$ cat config.mk
export PLATFORM = sky130hd
export DESIGN_NAME = bram_port_arbiter_flat
export DESIGN_NICKNAME = d
export VERILOG_FILES = /design/src/rtl/bram_port_arbiter_if.sv /design/src/rtl/bram_port_arbiter.sv /design/src/flat_wrapper.sv
export SDC_FILE = /design/constraint.sdc
export NUM_CORES = 1
export LEC_CHECK = 0
export CAP_MARGIN = 10
export CORE_ASPECT_RATIO = 2
export CORE_UTILIZATION = 27
export CTS_CLUSTER_SIZE = 28
export DETAILED_ROUTE_END_ITERATION = 6
export PLACE_DENSITY = 0.91
export SLEW_MARGIN = 5
export SYNTH_ARGS = -nofsm -noshare
export SYNTH_HDL_FRONTEND = slang
export SYNTH_SLANG_ARGS = --single-unit
$ cat constraint.sdc
create_clock -name CLK -period 5.1 [get_ports CLK]
set_clock_uncertainty 0.1 [all_clocks]
set_input_delay 1.275 -clock CLK [delete_from_list [all_inputs] [get_ports CLK]]
set_output_delay 1.275 -clock CLK [all_outputs]
set_load 0.05 [all_outputs]
$ cat src/rtl/bram_port_arbiter_if.sv
// Bus bundle between requesters, the BRAM port arbiter and one BRAM port.
//   req_valid/req_we/req_lock : per-requester request, write flag, lock request
//   req_addr/req_wdata        : per-requester address/data, slice i = [i*W +: W]
//   req_ready                 : one-hot grant back to requesters
//   rsp_valid/rsp_data        : one-hot read-response strobe and read data
//   mem_ce/mem_we/mem_a/mem_d : BRAM port command
//   mem_q                     : BRAM read data, one cycle after a read command
// Modports: slave = arbiter view, master = requester/memory (environment) view.
interface bram_port_arbiter_if #(
    parameter int unsigned NREQ = 4,
    parameter int unsigned AW   = 10,
    parameter int unsigned DW   = 16
);
    logic [NREQ-1:0]    req_valid;
    logic [NREQ-1:0]    req_we;
    logic [NREQ-1:0]    req_lock;
    logic [NREQ*AW-1:0] req_addr;
    logic [NREQ*DW-1:0] req_wdata;
    logic [NREQ-1:0]    req_ready;
    logic [NREQ-1:0]    rsp_valid;
    logic [DW-1:0]      rsp_data;
    logic               mem_ce;
    logic               mem_we;
    logic [AW-1:0]      mem_a;
    logic [DW-1:0]      mem_d;
    logic [DW-1:0]      mem_q;

    modport slave (
        input  req_valid, req_we, req_lock, req_addr, req_wdata, mem_q,
        output req_ready, rsp_valid, rsp_data, mem_ce, mem_we, mem_a, mem_d
    );

    modport master (
        output req_valid, req_we, req_lock, req_addr, req_wdata, mem_q,
        input  req_ready, rsp_valid, rsp_data, mem_ce, mem_we, mem_a, mem_d
    );
endinterface

$ cat src/rtl/bram_port_arbiter.sv
// Arbitrates NREQ requesters onto a single synchronous BRAM port.
// Grant is combinational; a read accepted in cycle N returns its data in N+1.
// A requester may hold the port across cycles with req_lock.
// Optional feature macro BRAM_ARB_RR_EN: round-robin arbitration with a
// priority pointer; when undefined, fixed priority (lowest index wins).
// Ports:
//   CLK  : clock, rising edge
//   RSTN : asynchronous active-low reset
//   bus  : bram_port_arbiter_if.slave (request, response and BRAM signals)
module bram_port_arbiter #(
    parameter int unsigned NREQ = 4,
    parameter int unsigned AW   = 10,
    parameter int unsigned DW   = 16
) (
    input  logic                   CLK,
    input  logic                   RSTN,
    bram_port_arbiter_if.slave     bus
);
    localparam int unsigned PW = (NREQ > 1) ? $clog2(NREQ) : 1;

    typedef enum logic {
        ST_OPEN   = 1'b0,
        ST_LOCKED = 1'b1
    } state_e;

    state_e          state_q, state_d;
    logic [PW-1:0]   owner_q, owner_d;
    logic            rd_pend_q, rd_pend_d;
    logic [PW-1:0]   rd_idx_q, rd_idx_d;
`ifdef BRAM_ARB_RR_EN
    logic [PW-1:0]   ptr_q, ptr_d;
    int unsigned     rr_idx;
`endif

    logic [NREQ-1:0] grant_c;
    logic [PW-1:0]   gidx_c;
    logic            accept_c;

    // Grant selection; forced idle while reset is asserted.
    always_comb begin
        grant_c  = '0;
        gidx_c   = '0;
        accept_c = 1'b0;
`ifdef BRAM_ARB_RR_EN
        rr_idx   = 0;
`endif
        if (!RSTN) begin
            accept_c = 1'b0;
        end else if (state_q == ST_LOCKED) begin
            if (bus.req_valid[owner_q]) begin
                accept_c = 1'b1;
                gidx_c   = owner_q;
            end
        end else begin
`ifdef BRAM_ARB_RR_EN
            // Scan from farthest to nearest so the first requester after ptr wins.
            for (int unsigned k = NREQ; k >= 1; k--) begin
                rr_idx = (32'(ptr_q) + k) % NREQ;
                if (bus.req_valid[PW'(rr_idx)]) begin
                    accept_c = 1'b1;
                    gidx_c   = PW'(rr_idx);
                end
            end
`else
            // Scan downwards so the lowest valid index wins.
            for (int i = int'(NREQ) - 1; i >= 0; i--) begin
                if (bus.req_valid[i]) begin
                    accept_c = 1'b1;
                    gidx_c   = PW'(i);
                end
            end
`endif
        end
        if (accept_c) begin
            grant_c[gidx_c] = 1'b1;
        end
    end

    // BRAM command and response outputs; everything zero when idle.
    always_comb begin
        bus.req_ready = grant_c;
        bus.mem_ce    = accept_c;
        bus.mem_we    = 1'b0;
        bus.mem_a     = '0;
        bus.mem_d     = '0;
        bus.rsp_valid = '0;
        bus.rsp_data  = '0;
        if (accept_c) begin
            bus.mem_we = bus.req_we[gidx_c];
            bus.mem_a  = bus.req_addr[32'(gidx_c) * AW +: AW];
            bus.mem_d  = bus.req_wdata[32'(gidx_c) * DW +: DW];
        end
        if (rd_pend_q) begin
            bus.rsp_valid[rd_idx_q] = 1'b1;
            bus.rsp_data            = bus.mem_q;
        end
    end

    // Next-state: lock ownership, pending read response, priority pointer.
    always_comb begin
        state_d   = state_q;
        owner_d   = owner_q;
        rd_pend_d = accept_c & ~bus.req_we[gidx_c];
        rd_idx_d  = gidx_c;
`ifdef BRAM_ARB_RR_EN
        ptr_d     = ptr_q;
        if ((state_q == ST_OPEN) && accept_c) begin
            ptr_d = gidx_c;
        end
`endif
        case (state_q)
            ST_OPEN: begin
                if (accept_c && bus.req_lock[gidx_c]) begin
                    state_d = ST_LOCKED;
                    owner_d = gidx_c;
                end
            end
            ST_LOCKED: begin
                // Owner idling or releasing the lock on its beat reopens the port.
                if (!bus.req_valid[owner_q] || !bus.req_lock[owner_q]) begin
                    state_d = ST_OPEN;
                end
            end
            default: state_d = ST_OPEN;
        endcase
    end

    always_ff @(posedge CLK or negedge RSTN) begin
        if (!RSTN) begin
            state_q   <= ST_OPEN;
            owner_q   <= '0;
            rd_pend_q <= 1'b0;
            rd_idx_q  <= '0;
`ifdef BRAM_ARB_RR_EN
            ptr_q     <= PW'(NREQ - 1);
`endif
        end else begin
            state_q   <= state_d;
            owner_q   <= owner_d;
            rd_pend_q <= rd_pend_d;
            rd_idx_q  <= rd_idx_d;
`ifdef BRAM_ARB_RR_EN
            ptr_q     <= ptr_d;
`endif
        end
    end
endmodule

$ cat src/flat_wrapper.sv
// flat-port wrapper written by rule: the top's interface ports become plain ports
module bram_port_arbiter_flat 
#(
    parameter int unsigned NREQ = 4,
    parameter int unsigned AW   = 10,
    parameter int unsigned DW   = 16
)
  (CLK, RSTN, bus_req_valid, bus_req_we, bus_req_lock, bus_req_addr, bus_req_wdata, bus_mem_q, bus_req_ready, bus_rsp_valid, bus_rsp_data, bus_mem_ce, bus_mem_we, bus_mem_a, bus_mem_d);
  bram_port_arbiter_if #(.NREQ(NREQ), .AW(AW), .DW(DW)) bus_i ();
  input  logic CLK;
  input  logic RSTN;
  input wire logic [$bits(bus_i.req_valid)-1:0] bus_req_valid;
  input wire logic [$bits(bus_i.req_we)-1:0] bus_req_we;
  input wire logic [$bits(bus_i.req_lock)-1:0] bus_req_lock;
  input wire logic [$bits(bus_i.req_addr)-1:0] bus_req_addr;
  input wire logic [$bits(bus_i.req_wdata)-1:0] bus_req_wdata;
  input wire logic [$bits(bus_i.mem_q)-1:0] bus_mem_q;
  output wire logic [$bits(bus_i.req_ready)-1:0] bus_req_ready;
  output wire logic [$bits(bus_i.rsp_valid)-1:0] bus_rsp_valid;
  output wire logic [$bits(bus_i.rsp_data)-1:0] bus_rsp_data;
  output wire logic [$bits(bus_i.mem_ce)-1:0] bus_mem_ce;
  output wire logic [$bits(bus_i.mem_we)-1:0] bus_mem_we;
  output wire logic [$bits(bus_i.mem_a)-1:0] bus_mem_a;
  output wire logic [$bits(bus_i.mem_d)-1:0] bus_mem_d;
  assign bus_i.req_valid = bus_req_valid;
  assign bus_i.req_we = bus_req_we;
  assign bus_i.req_lock = bus_req_lock;
  assign bus_i.req_addr = bus_req_addr;
  assign bus_i.req_wdata = bus_req_wdata;
  assign bus_i.mem_q = bus_mem_q;
  assign bus_req_ready = bus_i.req_ready;
  assign bus_rsp_valid = bus_i.rsp_valid;
  assign bus_rsp_data = bus_i.rsp_data;
  assign bus_mem_ce = bus_i.mem_ce;
  assign bus_mem_we = bus_i.mem_we;
  assign bus_mem_a = bus_i.mem_a;
  assign bus_mem_d = bus_i.mem_d;
  bram_port_arbiter #(.NREQ(NREQ), .AW(AW), .DW(DW)) u_core (.CLK(CLK), .RSTN(RSTN), .bus(bus_i));
endmodule
==> results of run 1 <==
-- synth_stat cells, types with 2 or more instances --
cell / number
o21ai_2: 9
buf_6: 4
mux2i_1: 2
nor2b_1: 2
nor3_1: 2
nand4_1: 2
buf_2: 3
clkbuf_1: 4
o21ai_0: 10
dfrtp_1: 6
buf_4: 3
nor4_1: 2
o21ai_1: 10
a222oi_1: 26
nand2_1: 31
a21oi_1: 3
and3_1: 2
nor2_1: 5
inv_1: 7
and2_1: 16
clkbuf_2: 3
-- worst max-delay path, delay by kind of cell --
family	cells	cell delay [ps]
and+or+nand+nor	1	350
buffers and inverters	4	1110
AOI/OAI and AO/OA	3	810
-- cell families after synthesis --
| kind of cell | Yosys count | share of synthesized area (%) |
|---|---|---|
| AOI/OAI and AO/OA | 72 | 44.7 |
| buffers and inverters | 26 | 11.8 |
| DFF | 6 | 11.1 |
| and+or+nand+nor | 72 | 27.9 |
| muxes | 4 | 4.52 |
-- metal layers --
layer | share of wire [%] | global-route usage (%) | vias to the layer above
li1 | - | - | 1066
met4 | 3.5 | 11.4 | 0
met1 | 31 | 26.2 | 1068
met3 | 8.5 | 7.29 | 28
met2 | 57 | 53.9 | 178
met5 | 0 | 0 | -
-- worst max-delay path by stage --
stage | from | to | slack (ps) | cells past startpoint
2_1_floorplan | bus_req_valid[2] | bus_mem_we | 160 | 5
3_3_place_gp | bus_req_valid[3] | bus_mem_a[6] | 260 | 8
6_report | bus_req_valid[3] | bus_mem_a[6] | 150 | 8
5_1_grt | bus_req_valid[3] | bus_mem_a[6] | 60 | 8
4_1_cts | bus_req_valid[3] | bus_mem_a[2] | 200 | 8
3_5_place_dp | bus_req_valid[3] | bus_mem_a[2] | 210 | 8
-- flip-flops by register name, indices dropped and copies added (netlist names) --
signal	flops
u_core.rd_idx_q	2
u_core.state_q	1
u_core.owner_q	2
u_core.rd_pend_q	1
-- where the power goes --
group	leakage (nW)	switching, mW	total [mW]	internal, mW
clock network	0.0216	0.0227	0.0736	0.0509
logic	1.27	0.504	0.947	0.443
registers	0.0778	0.0377	0.0999	0.0621
total	1.37	0.564	1.12	0.556
-- final cells by class --
cell class | instances | area [um^2]
tap | 57 | 71.3
clock buffer | 3 | 41.3
sequential | 6 | 150
fill | 333 | 1250
multi-input combinational | 148 | 1070
timing repair buffer | 195 | 2250
inverter | 7 | 26.3
==> flow_summary_export.csv, run 1 <==
group,metric,value,unit
run_status,outcome,"completed",
clock_tree,clock_sinks,6,
clock_tree,clock_latency,230,ps
detailed_routing,antenna_left,0,
setup_path,path_cells,"clkdlybuf4s50_1 -> or2_2 -> o311ai_0 -> buf_4 -> a21boi_4 -> buf_12 -> o21ai_1 -> buf_12",
timing,rsz0062_at_grt,"false",
global_route,grt_usage,27.9,%
timing,worst_slew_pin_slew,512,ps
clock_tree,h-tree-depth,1,
place,place_area,0.00357,mm^2
setup_path,criticalPathCategory,"input pin to output port",
timing,hold_slack,631,ps
place,gp_congestion,0.949,
setup_path,cp-start-kind,"input pin",
floorplan,coreArea,0.00486,mm^2
setup_path,ff2ff_path_depth,7,
timing,finalSetupViolCount,0,
synthesis,seq_area_frac_synth,11.1,%
synthesis,synth_area_leaders,"a222oi_1 19%, dfrtp_1 11%, nand2_1 8.6%",
clock_tree,clk_pin_slew,30,ps
synthesis,syn_inst,180,
global_route,grt_pass1_wl,11200,um
clock_tree,hold_buffers,0,
synthesis,mappedNetlistArea,0.00136,mm^2
pwr,vdd_drop_max,0.233,mV
synthesis,syn_area_per_cell,7.53,um^2
timing,period_share,97.0,%
clock_tree,cts_tree,"built",
worst_hold_path,hold_end,"u_core.owner_q[1]",
finish,diodes,0,
worst_hold_path,hp-class,"register to register",
setup_path,cpMaxStageDelayCell,"clkdlybuf4s50_1",
setup_path,worstPathRequired,3720,ps
pwr,totalPowerFinal,1.12,mW
place,place_ws,210,ps
clock_tree,post_cts_resized,0,
floorplan,die_area,0.00532,mm^2
setup_path,r2r-end,"u_core.state_q",
place,io_buffers,185,
timing,fmax,0.202,GHz
synthesis,synth_ff_type,"dfrtp_1",
timing,finalWorstSetupSlack,151,ps
run,drv_cap,0,
clock_tree,numCtsBuffers,3,
finish,utilization,74.2,%
synthesis,synth_fp_nets,314,
detailed_routing,dr_total_vias,2340,
floorplan,die_h,102,um
global_route,grt_max_degree,29,
synthesis,post_synth_num_cell_types,49,
pwr,power_density,310,mW/mm^2
floorplan,die_w,52.1,um
finish,final_nets,495,
synthesis,synth_seq_cells,6,
worst_hold_path,worstHoldPathCells,2,
timing,finalCriticalPeriod,4950,ps
timing,slew_headroom,65.8,%
floorplan,ios,186,
detailed_routing,dr.pass1.iters,6,
finish,fin_cells,416,
synthesis,synth_edf_count,0,
worst_hold_path,worstHoldStart,"u_core.owner_q[1]",
clock_tree,post-cts-setup-buffers,0,
detailed_routing,viasPerCell,5.63,
timing,maxSlewViolCount,0,
setup_path,r2r_slack,2880,ps
finish,drive_above_1_share,18.9,%
place,place_inst,413,
timing,tns,0,ps
synthesis,yosys_warnings,0,
finish,final_cell_mix,"153 x clkdlybuf4s50_1, 32 x buf_12, 31 x nand2_1, 26 x a222oi_1, 16 x and2_1",
setup_path,cpPeakStageDelay,520,ps
clock_tree,clock_path_buffers,2,
finish,finish.instance_area,0.00361,mm^2
pwr,p_leak,1.37,nW
detailed_routing,drt_iter0_drc,158,
detailed_routing,wirelength,7310,um
synthesis,netlist.area_leader.share,19.2,%
setup_path,r2r_start,"u_core.state_q",
setup_path,cp_common_cell,"buf_12",
global_route,overflow,0,
finish,area_growth,166,%
detailed_routing,drcViolationCount,0,
place,dp_hpwl,5930,um
global_route,first_global_vias,2280,
global_route,antenna_found_initial,0,
setup_path,path_max_fanout,21,
synthesis,yosys.area.top_type,"a222oi_1",
synthesis,ys_async_sr_fraction,100,%
setup_path,end_kind,"output port",
setup_path,cp.arrival,3570,ps
floorplan,num_rows,36,
detailed_routing,wl_per_cell,17.6,um
timing,hold_viol,0,
floorplan,start_util,27.9,%
finish,layout_commonest_cell,"clkdlybuf4s50_1",
clock_tree,clock-root-buffer,"clkbuf_8",
No activity file was read; power rests on OpenSTA's default activity.
==> run 2, diff against run 1 <==
- CTS_BUF_LIST: unset -> sky130_fd_sc_hd__clkbuf_4
==> run 2 against run 1 <==
Worst setup slack worse by 20 ps. Sequential share of layout area about the same. Total power shrank 2.8%. Clock-buffer cell count is the same. Global-route usage shrank 0.21 points. Largest power group unchanged.
==> flow_summary_export.csv, run 2 (synthesis results as in run 1) <==
group,metric,value,unit
run_status,outcome,"completed",
clock_tree,clock_sinks,6,
floorplan,coreArea,0.00486,mm^2
detailed_routing,drt_iter0_drc,154,
finish,final_cell_mix,"153 x clkdlybuf4s50_1, 32 x buf_12, 31 x nand2_1, 26 x a222oi_1, 16 x and2_1",
global_route,first_global_vias,2303,
finish,drive_above_1_share,18.9,%
pwr,pwr-share-comb,86.8,%
setup_path,end_kind,"output port",
finish,fillers,337,
place,io_buffers,185,
pwr,cellInternalPower,0.532,mW
setup_path,criticalPathCategory,"input pin to output port",
clock_tree,post_cts_resized,0,
finish,reg_top3,"u_core.owner_q (2), u_core.rd_idx_q (2)",
finish,area_growth,165,%
clock_tree,h-tree-depth,1,
place,gp_congestion,0.949,
detailed_routing,viasPerCell,5.54,
floorplan,die_h,102,um
timing,maxSlewViolCount,0,
timing,period_share,97.4,%
floorplan,num_rows,36,
pwr,p_leak,1.37,nW
clock_tree,cts_tree,"built",
clock_tree,hold_buffers,0,
global_route,grt_pass1_wl,11100,um
global_route,overflow,0,
clock_tree,numCtsBuffers,3,
timing,rsz0062_at_grt,"false",
pwr,pwr-share-clk,4.2,%
pwr,swShare,51.2,%
timing,finalCriticalPeriod,4970,ps
worst_hold_path,hp-class,"register to register",
clock_tree,clk_pin_slew,50,ps
pwr,p_sw,0.557,mW
pwr,p_seq_share,9.1,%
timing,fmax,0.201,GHz
clock_tree,clock-root-buffer,"clkbuf_4",
pwr,vdd_drop_max,0.222,mV
setup_path,cp-start-kind,"input pin",
finish,layout_commonest_cell,"clkdlybuf4s50_1",
finish,diodes,0,
global_route,antenna_found_initial,0,
detailed_routing,wirelength,7200,um
floorplan,ios,186,
global_route,grt_max_degree,29,
place,dp_hpwl,5930,um
timing,hold_viol,0,
timing,hold_slack,611,ps
clock_tree,post-cts-setup-buffers,0,
setup_path,path_max_fanout,21,
clock_tree,clock_path_buffers,2,
setup_path,cp.arrival,3590,ps
clock_tree,clock_latency,260,ps
timing,finalSetupViolCount,0,
timing,slew_headroom,65.7,%
detailed_routing,wl_per_cell,17.3,um
timing,tns,0,ps
global_route,grt_usage,27.7,%
detailed_routing,drcViolationCount,0,
detailed_routing,dr.pass1.iters,5,
run,drv_cap,0,
floorplan,die_w,52.1,um
detailed_routing,dr_total_vias,2304,
floorplan,start_util,27.9,%
timing,worst_slew_pin_slew,512,ps
finish,final_nets,495,
floorplan,die_area,0.00532,mm^2
detailed_routing,antenna_left,0,
pwr,power_density,303,mW/mm^2
setup_path,worstPathRequired,3720,ps
==> run 2: power groups by stage <==
stage / combinational, mW / sequential [mW] / clock [mW]
4_1_cts: 0.948 / 0.0970 / 0.0471
5_1_grt: 0.989 / 0.102 / 0.0521
6_report: 0.945 / 0.0988 / 0.0453
2_1_floorplan: 0.530 / 0.0686 / 0
3_5_place_dp: 0.945 / 0.0978 / 0
3_3_place_gp: 0.930 / 0.0971 / 0
==> run 2: worst paths after layout <==
path	endpoint	cells past startpoint	start	slack, ps
max	bus_mem_a[6]	8	bus_req_valid[3]	130
min	u_core.owner_q[0]	2	u_core.owner_q[0]	610
max reg2reg	u_core.state_q	7	u_core.state_q	2890
min reg2reg	u_core.owner_q[0]	2	u_core.owner_q[0]	610
max in group asynchronous	u_core.rd_idx_q[0]	2	RSTN	3360
min in group asynchronous	u_core.owner_q[0]	2	RSTN	1390
==> run 2: per-stage QoR <==
stage          cell area (um^2)  power [mW]  worst slack, ps  cells  util [%]
2_1_floorplan              1360       0.598              162    180         -
3_3_place_gp               3570        1.03              261    413      73.4
3_5_place_dp               3570        1.04              210    413      73.4
4_1_cts                    3590        1.09              135    416      73.8
5_1_grt                    3590        1.14             23.0    416      73.8
6_report                   3590        1.09              131    416      73.8
==> run 2: layout make-up <==
class / instances / area [um^2] / share of cell area, %
clock buffers: 3 / 22.5 / 0.627
inverters: 7 / 26.3 / 0.731
multi-input cells: 148 / 1070 / 29.9
repair buffers: 195 / 2250 / 62.6
well taps: 57 / 71.3 / 1.99
flip-flops and latches: 6 / 150 / 4.18
==> run 2: critical path, stage by stage <==
cell             delay [ps]
clkdlybuf4s50_1         510
or2_2                   350
o311ai_0                350
buf_4                   200
a21boi_4                330
buf_12                  220
o21ai_1                 150
buf_12                  180
==> run 2: metal layers <==
layer	wire length, um	up-vias	track usage, %
li1	-	1069	-
met1	2180	1045	26.1
met2	4160	167	53.9
met3	598	23	5.80
met4	266	0	12.5
met5	0	-	0
